`src/rtl/rf_write_queue_pkg.sv`:
```
// rf_write_queue_pkg: shared types and constants for the register-file write queue
package rf_write_queue_pkg;
    localparam int WQ_DEPTH  = 4;
    localparam int REG_IDX_W = 5;
    localparam int DATA_W    = 32;

    typedef struct packed {
        logic [REG_IDX_W-1:0] rd;
        logic [DATA_W-1:0]    data;
    } wq_entry_t;
endpackage

```
`src/rtl/rf_wq_fwd_lookup.sv`:
```
// rf_wq_fwd_lookup: youngest-match search of pending queue entries for one read port
module rf_wq_fwd_lookup
    import rf_write_queue_pkg::*;
#(
    parameter int DEPTH = WQ_DEPTH
) (
    input  wq_entry_t [DEPTH-1:0]      entries,
    input  logic [$clog2(DEPTH)-1:0]   head,
    input  logic [$clog2(DEPTH):0]     count,
    input  logic [REG_IDX_W-1:0]       rs,
    output logic                       hit,
    output logic [DATA_W-1:0]          data
);
    localparam int PW = $clog2(DEPTH);
    localparam int CW = PW + 1;

    // Walk from head towards tail so the last (youngest) valid match wins
    always_comb begin
        hit  = 1'b0;
        data = '0;
        for (int i = 0; i < DEPTH; i++) begin
            if (rs != '0 && CW'(i) < count && entries[head + PW'(i)].rd == rs) begin
                hit  = 1'b1;
                data = entries[head + PW'(i)].data;
            end
        end
    end
endmodule

```
`src/rtl/rf_write_queue.sv`:
```
// rf_write_queue: two-producer register-file write queue with forwarding and sticky overflow
module rf_write_queue
    import rf_write_queue_pkg::*;
#(
    parameter int DEPTH = WQ_DEPTH
) (
    input  logic                 clk,
    input  logic                 reset,
    input  logic                 mem_valid,
    input  logic [REG_IDX_W-1:0] mem_rd,
    input  logic [DATA_W-1:0]    mem_data,
    input  logic                 alu_valid,
    input  logic [REG_IDX_W-1:0] alu_rd,
    input  logic [DATA_W-1:0]    alu_data,
    input  logic [REG_IDX_W-1:0] rs1,
    input  logic [REG_IDX_W-1:0] rs2,
    output logic                 fwd1_hit,
    output logic                 fwd2_hit,
    output logic [DATA_W-1:0]    fwd1_data,
    output logic [DATA_W-1:0]    fwd2_data,
    output logic                 RegWrite,
    output logic [REG_IDX_W-1:0] Write_register,
    output logic [DATA_W-1:0]    Write_data,
    output logic                 stall,
    output logic                 overflow
);
    localparam int PW = $clog2(DEPTH);
    localparam int CW = PW + 1;

    logic [PW-1:0]         rd_ptr_q, rd_ptr_d, wr_ptr_q, wr_ptr_d;
    logic [CW-1:0]         count_q, count_d, free_slots;
    logic                  overflow_q, overflow_d;
    wq_entry_t [DEPTH-1:0] slots_q, slots_d;
    logic                  deq, mem_req, alu_req, mem_acc, alu_acc;

    // Dequeue head every non-empty cycle; mem claims a free slot before ALU, freed head slot reusable
    always_comb begin
        deq        = count_q != '0;
        mem_req    = mem_valid && mem_rd != '0;
        alu_req    = alu_valid && alu_rd != '0;
        free_slots = CW'(DEPTH) - count_q + CW'(deq);
        mem_acc    = mem_req && free_slots != '0;
        alu_acc    = alu_req && free_slots > CW'(mem_acc);
        slots_d    = slots_q;
        if (mem_acc) slots_d[wr_ptr_q] = '{rd: mem_rd, data: mem_data};
        if (alu_acc) slots_d[wr_ptr_q + PW'(mem_acc)] = '{rd: alu_rd, data: alu_data};
        wr_ptr_d   = wr_ptr_q + PW'(mem_acc) + PW'(alu_acc);
        rd_ptr_d   = rd_ptr_q + PW'(deq);
        count_d    = count_q + CW'(mem_acc) + CW'(alu_acc) - CW'(deq);
        overflow_d = overflow_q || (mem_req && !mem_acc) || (alu_req && !alu_acc);
    end

    // Control state with asynchronous clear; pending entries are discarded on reset
    always_ff @(posedge clk or negedge reset) begin
        if (!reset) begin
            rd_ptr_q   <= '0;
            wr_ptr_q   <= '0;
            count_q    <= '0;
            overflow_q <= 1'b0;
        end else begin
            rd_ptr_q   <= rd_ptr_d;
            wr_ptr_q   <= wr_ptr_d;
            count_q    <= count_d;
            overflow_q <= overflow_d;
        end
    end

    // Entry storage is left uncleared; every consumer is qualified by count
    always_ff @(posedge clk) begin
        slots_q <= slots_d;
    end

    assign RegWrite       = count_q != '0;
    assign Write_register = RegWrite ? slots_q[rd_ptr_q].rd : '0;
    assign Write_data     = RegWrite ? slots_q[rd_ptr_q].data : '0;
    assign stall          = count_q > CW'(DEPTH - 2);
    assign overflow       = overflow_q;

    rf_wq_fwd_lookup #(.DEPTH(DEPTH)) u_fwd1 (
        .entries (slots_q),
        .head    (rd_ptr_q),
        .count   (count_q),
        .rs      (rs1),
        .hit     (fwd1_hit),
        .data    (fwd1_data)
    );

    rf_wq_fwd_lookup #(.DEPTH(DEPTH)) u_fwd2 (
        .entries (slots_q),
        .head    (rd_ptr_q),
        .count   (count_q),
        .rs      (rs2),
        .hit     (fwd2_hit),
        .data    (fwd2_data)
    );
endmodule

```
`config.mk`:
```
export PLATFORM = sky130hd
export DESIGN_NAME = rf_write_queue
export DESIGN_NICKNAME = d
export VERILOG_FILES = /design/src/rtl/rf_write_queue_pkg.sv /design/src/rtl/rf_wq_fwd_lookup.sv /design/src/rtl/rf_write_queue.sv
export SDC_FILE = /design/constraint.sdc
export NUM_CORES = 1
export LEC_CHECK = 0
export CAP_MARGIN = 20
export CORE_UTILIZATION = 56
export CTS_CLUSTER_SIZE = 25
export DETAILED_ROUTE_END_ITERATION = 7
export PLACE_DENSITY = 0.87
export SLEW_MARGIN = 10
export SYNTH_ARGS = -nofsm -noshare
export SYNTH_HDL_FRONTEND = slang
export SYNTH_SLANG_ARGS = --single-unit
```
`constraint.sdc`:
```
create_clock -name clk -period 4.6 [get_ports clk]
set_input_delay 0.69 -clock clk [delete_from_list [all_inputs] [get_ports clk]]
set_output_delay 0.69 -clock clk [all_outputs]
set_load 0.02 [all_outputs]
```
---- Word level (Yosys, flattened, before mapping) ----
Index checks and enable logic that the tools add are counted.
operators by class
  $add $sub $neg .......................... 11
  multipliers ............................. 0
  div/mod/pow operators ................... 0
  magnitude comparators ................... 14
  equality and inequality tests ........... 8
  shifts and indexed selects .............. 0
  muxes and demuxes ....................... 34
  bitwise gates (word level) .............. 0
  reductions and logical operators ........ 34
operator list
  operator                                                                             count
  37-bit binary-select mux with 2-bit select                                           4
  148-bit bitwise mux                                                                  2
  148-bit 2-to-1 mux                                                                   2
  32-bit 2-to-1 mux                                                                    9
  37-bit 2-to-1 mux                                                                    6
  37-bit demux with 2-bit select                                                       2
  5-bit == test                                                                        8
  1-bit logical AND                                                                    24
  5-bit nonzero test                                                                   4
  2-bit by 3-bit less-than comparator with 1-bit output, second input constant         6
  3-bit by 1-bit adder with 3-bit output                                               3
  1-bit 2-to-1 mux                                                                     8
  2-bit by 1-bit adder with 2-bit output                                               3
  1-bit by 3-bit less-than comparator with 1-bit output, first input constant          2
  2-bit by 3-bit less-than comparator with 1-bit output, first input constant          2
  3-bit nonzero test                                                                   2
  5-bit 2-to-1 mux                                                                     1
  2-bit adder, second input constant                                                   2
  2-bit by 1-bit greater-or-equal comparator with 1-bit output, second input constant  2
  3-bit by 1-bit greater-than comparator with 1-bit output                             1
  3-bit by 2-bit greater-than comparator with 1-bit output, second input constant      1
  3-bit by 1-bit subtractor with 3-bit output                                          1
  3-bit subtractor, first input constant                                               1
  2-bit by 1-bit adder with 2-bit output, second input constant                        1
  2 further kinds                                                                      4
word-level totals
  bits in registers ....................... 156
  bits in latches ......................... 0
  memory bits (writable) .................. 0
  ROM bits ................................ 0
  bits of input ports ..................... 88
  output and inout bits ................... 106
  memories ................................ 0

---- Longest topological paths before layout ----
  word-level depth ........................ 11
  gate-level depth with buffers ........... 16

---- Modules after synthesis ----
From an unflattened synthesis, not the netlist that was laid out.
unflattened totals
  cell total of the unflattened synthesis .. 1,970
  area total of the unflattened synthesis .. 17,590.6 um^2
modules (own cells, without submodules)
  module            instances  cells each  area each (um^2)  sequential area each (um^2)
  rf_write_queue    1          1,040       9,017.4           3,163.0
  rf_wq_fwd_lookup  2          465         4,286.6           0.0

---- Worst setup path after synthesis ----
No wires, ideal clock.
  path type ............................... flip-flop to flip-flop
  start point ............................. register count_q[2]
  end point ............................... register count_q[1]
  library setup time ...................... 0.135 ns
  data arrival time ....................... 3.662 ns
  data required time ...................... 4.465 ns
  setup slack ............................. 0.803 ns
  stages on the path, launching flop included .. 15
  buffers on the path ..................... 0
  period minus slack after synthesis ...... 3.797 ns
  path through ............................ dfrtp_1 -> nor3_1 -> ha_1 -> inv_1 -> ha_1 -> xor2_1 -> nor2_1 -> a21oi_1 -> ha_1 -> or2_2 -> a21oi_1 -> inv_1 -> fa_1 -> inv_1 -> fa_1
between the ends
  longest elaborated chain between the ends .. 8
  elaborated cells between the ends (all ways) .. 10
ends and longest elaborated chain
  element                                                   line                                        RTL
  from (decl)                                               rf_write_queue.sv:31                        logic [CW-1:0] count_q, count_d, free_slots;
  from (signal assigned)                                    rf_write_queue.sv:63                        count_q <= count_d;
  3-bit subtractor or 3-bit nonzero test (tied branches)    rf_write_queue.sv:41, rf_write_queue.sv:38
  3-bit by 1-bit adder with 3-bit output                    rf_write_queue.sv:41                        free_slots = CW'(DEPTH) - count_q + CW'(deq);
  3-bit nonzero test                                        rf_write_queue.sv:42                        mem_acc = mem_req && free_slots != '0;
  1-bit logical AND                                         rf_write_queue.sv:42
  3-bit by 1-bit greater-than comparator with 1-bit output  rf_write_queue.sv:43                        alu_acc = alu_req && free_slots > CW'(mem_acc);
  1-bit logical AND                                         rf_write_queue.sv:43
  3-bit by 1-bit adder with 3-bit output                    rf_write_queue.sv:49                        count_d = count_q + CW'(mem_acc) + CW'(alu_acc) - CW'(deq);
  3-bit by 1-bit subtractor with 3-bit output *             rf_write_queue.sv:49
  via count_d[1]                                            rf_write_queue.sv:31
The timed path passes the listed nets; every way through them passes the cells marked *.

---- Worst setup path after layout ----
  start point ............................. register rd_ptr_q[0]
  end point ............................... output fwd1_data[0]
between the ends
  longest elaborated chain between the ends .. 8
  elaborated cells between the ends (all ways) .. 23
ends and longest elaborated chain
  element                                                                                               line                                            RTL
  from (decl)                                                                                           rf_write_queue.sv:30                            logic [PW-1:0] rd_ptr_q, rd_ptr_d, wr_ptr_q, wr_ptr_d;
  from (signal assigned)                                                                                rf_write_queue.sv:61                            rd_ptr_q <= rd_ptr_d;
  2-bit by 1-bit adder with 2-bit output or 37-bit binary-select mux with 2-bit select (tied branches)  rf_wq_fwd_lookup.sv:22, rf_wq_fwd_lookup.sv:24
  37-bit binary-select mux with 2-bit select or 37-bit 2-to-1 mux (tied branches)                       rf_wq_fwd_lookup.sv:22, rf_wq_fwd_lookup.sv:24
  37-bit 2-to-1 mux (implied by the code) or 5-bit == test (tied branches)                              rf_wq_fwd_lookup.sv:22                          if (rs != '0 && CW'(i) < count && entries[head + PW'(i)].rd == rs) begin
  5-bit == test or 1-bit logical AND (tied branches)                                                    rf_wq_fwd_lookup.sv:22
  1-bit logical AND or 32-bit 2-to-1 mux (tied branches)                                                rf_wq_fwd_lookup.sv:22
  32-bit 2-to-1 mux (2 in a row)                                                                        rf_wq_fwd_lookup.sv:22
  32-bit 2-to-1 mux *                                                                                   rf_wq_fwd_lookup.sv:22
  to (decl)                                                                                             rf_write_queue.sv:19                            output logic [DATA_W-1:0] fwd1_data,
Every way passes the cells marked *; elsewhere a longest branch is shown, timed or not. The select of a mux whose other input is x is not followed.

==> run metrics <==
share of layout cells above drive strength 1=0.1104; clock period minus worst slack=4.568 ns; Mapped Avg Cell Area=between 8 and 9 µm²; Num CTS Buffers=17; Detailed Routing Iterations Pass 1=6; Worst-path clk slew=about 0.070 ns; Primary FF master, synth=dfxtp_1; largest family of logic cells by synthesized area=multiplexers; Clock Power Share=0.106; routing usage on met1=0.4445; gr busiest metal=met2; async set-reset flop share out of synthesis=0.05128; worst slack, placed=0.09154 ns; clk_skew=between 0.01 and 0.015 ns; xor/xnor share of the synthesized area=0.02814; antenna violations before repair=3; total of max-cap violations=0; Post-synth EDFFs=0; setup violators final=0; post-route ant nets=0; most frequent cells after synthesis=mux2i_1 (255), nand2_1 (196), o21ai_0 (180); total power=14.90 mW; Die Wd=approximately 150 µm; via count=between 10000 and 15000; CP required=~4 ns; clock sink count=between 150 and 200; Core Area=around 23000 µm²; GR Util met3=0.09330; Worst Path Arrival=3.88 ns; slowest library cell on the worst path=clkdlybuf4s50_1; CP bufs+invs=1; Pwr Density=~920 nW/µm²; WL final=around 44000 µm; root buf cell=clkbuf_16; Compound-Gate Fraction of Synth Area=0.2072; Die Y=between 150 and 200 µm; Final Hold Fails=0; Fin Hold WS=around 0.46 ns; WS Path Type=reg -> out; GR Util All Layers=0.3594; Post-Synth Simple-Gate Area=0.1780; Crit. End Element=output port; Die Area=around 24000 µm²; cell with the most instances after synthesis=mux2i_1; Port Buffer Count=193; part of the power in combinational logic=0.703; Final Non-Filler Cells=roughly 2000; pin count of the biggest net entering global routing=120; total congestion overflow=0; initial core utilization=0.5738; # fillers=1691; Unique masters post-synth=54; first-pass GRT wire length=about 68000 µm; syn_nets=about 1700; clk_lat worst skew=approximately 0.44 ns; Seq pwr share=0.191; Slew @ Worst Pin=between 1 and 1.5 ns; mux cell area share after synthesis=0.2737; cell taking the most area after synthesis=dfxtp_1; crit path cell chain=mux4_2, or3_1, a221o_1, a21oi_4, a221oi_1, a211oi_1, clkdlybuf4s50_1; WL/cell=approximately 21 µm; Synth area leaders=dfxtp_1 (23%), mux2i_1 (20%), o21ai_0 (6.9%); worst hold stages=1; Placer Congestion=slightly below 1; VDD IR max=roughly 0.57 mV; part of the cycle the worst path needs=0.9931; drt drc=0; Mapped Cells=between 1500 and 2000; Final HPWL DP=~29000 µm; Sw Share=0.4920; CP max FO=12; DRT iter0 DRCs=between 1500 and 2000; mapped cell area=13070 µm²; Sw Pwr=around 7.3 mW; vias per cell=6.641; Final nets=roughly 1800; Critical R2R Launch=count_q[2]$_DFF_PN0_; r2r worst-path depth=13; Area growth syn-to-layout=23.28%; fraction of the mapped netlist area in adder cells=0.01168; Global Route met2 Usage=0.5846; Pint=7.571 mW; CP startpoint kind=flip-flop; hold crit path type=reg -> reg; Max Slew Vio Count=0; setup tns final=0 ns; htree depth=4; CTS tree=built; status=complete, no violations; fmax=roughly 0.22 GHz; vias in the first global route=around 13000; Boundary Pins=about 190; row cnt=55; dpl cells=2003; hold_sp=overflow$_DFF_PN0_; LEAKAGE=about 6.5 nW; Synth Warn #=0; Worst path depth=7; CP peak stage delay=0.70 ns; Critical path origin=rd_ptr_q[0]$_DFF_PN0_; Yosys reg bits=156; worst rel slew slack=0.2209; post-synthesis sequential area ratio=0.2420; share of Yosys cell area claimed by the top area cell type=0.2267; CTS max path bufs=2; Crit path max-delay family=compound AO/OA/AOI/OAI gates; diode count=0; final setup margin=about 0.032 ns
-- sequential cells by signal, summed over array words and instances (netlist names) --
name,cells
wr_ptr_q,2
overflow,1
count_q,3
slots_q,148
rd_ptr_q,2
-- path summary, 6_finish.rpt --
path / end / slack, ns
min reg2reg: overflow$_DFF_PN0_ / 0.46
max in group asynchronous: rd_ptr_q[1]$_DFF_PN0_ / 3.56
max reg2reg: slots_q[106]$_DFF_P_ / 0.47
min: overflow$_DFF_PN0_ / 0.46
min in group asynchronous: overflow$_DFF_PN0_ / 0.61
max: fwd1_data[0] / 0.03
-- routing by layer --
layer / vias up / share of wire / routed length, µm
li1: 6068 / - / -
met1: 6375 / 0.38 / 16820
met2: 947 / 0.46 / 20130
met3: 173 / 0.12 / 5071
met4: 4 / 0.038 / 1671
met5: - / 0.00059 / 26
-- placed cells by master, fill, tap and decap left out, types with 4 or more instances in the layout --
master and count:
mux2i_1 255, nand2_1 196, o21ai_0 180, clkdlybuf4s50_1 167, dfxtp_1 148, a21oi_1 88
nor3_1 63, nor2_1 62, and2_1 59, buf_4 44, nor2b_1 37, a221oi_1 34
mux4_2 31, o211ai_1 30, mux2_2 29, xnor2_1 28, nand2b_1 28, o31ai_1 25
dlymetal6s2s_1 24, o221ai_1 19, clkbuf_16 18, xor2_1 14, buf_12 14, inv_1 13
nand3_1 13, o221ai_2 10, ha_1 9, a211oi_1 7, or3_1 6, o31ai_2 6
dfrtp_1 6, nor3_2 4, clkinvlp_4 4, bufinv_16 4
-- cell type report --
cell class / count / area, µm² / share of cell area
multi-input combinational: 1274 / 9190 / 0.5704
sequential: 156 / 3171 / 0.1968
timing repair buffer: 254 / 2654 / 0.1647
clock buffer: 20 / 467.9 / 0.02904
tap: 313 / 391.6 / 0.02430
clock inverter: 12 / 185.2 / 0.01149
inverter: 14 / 53.80 / 0.003339
-- power groups by stage --
stage | combinational, mW | sequential (mW) | clock (mW)
2_1_floorplan | 7.17 | 2.56 | 0
3_3_place_gp | 9.73 | 2.76 | 0
3_5_place_dp | 10.1 | 2.83 | 0
4_1_cts | 10.2 | 2.81 | 1.57
5_1_grt | 11.2 | 2.92 | 1.64
6_report | 10.5 | 2.85 | 1.58
-- repair_timing --
item                       4_1_cts  5_1_grt
buffers inserted                 2        6
setup endpoints to repair       18       60
gates resized for setup          2       26
pin swaps                        1        1
hold buffers                     0        0
-- cell families (layout without fill, tap and decap cells) --
logic type               Yosys count  after routing
AO/OA/AOI/OAI                    417            417
XOR/XNOR                          42             42
adder cells (fa/ha/maj)           11             11
buffers and inverters            166            300
flip-flops                       156            156
multiplexers                     315            315
AND/OR/NAND/NOR                  489            489
-- metrics by stage --
stage	instance area [µm²]	util
after floorplan	13070	-
after global placement	15290	0.6712
after detailed placement	15320	0.6724
after global routing	16110	0.7074
after CTS	16000	0.7025
final	16110	0.7074
No activity file was read; power rests on OpenSTA's default activity.
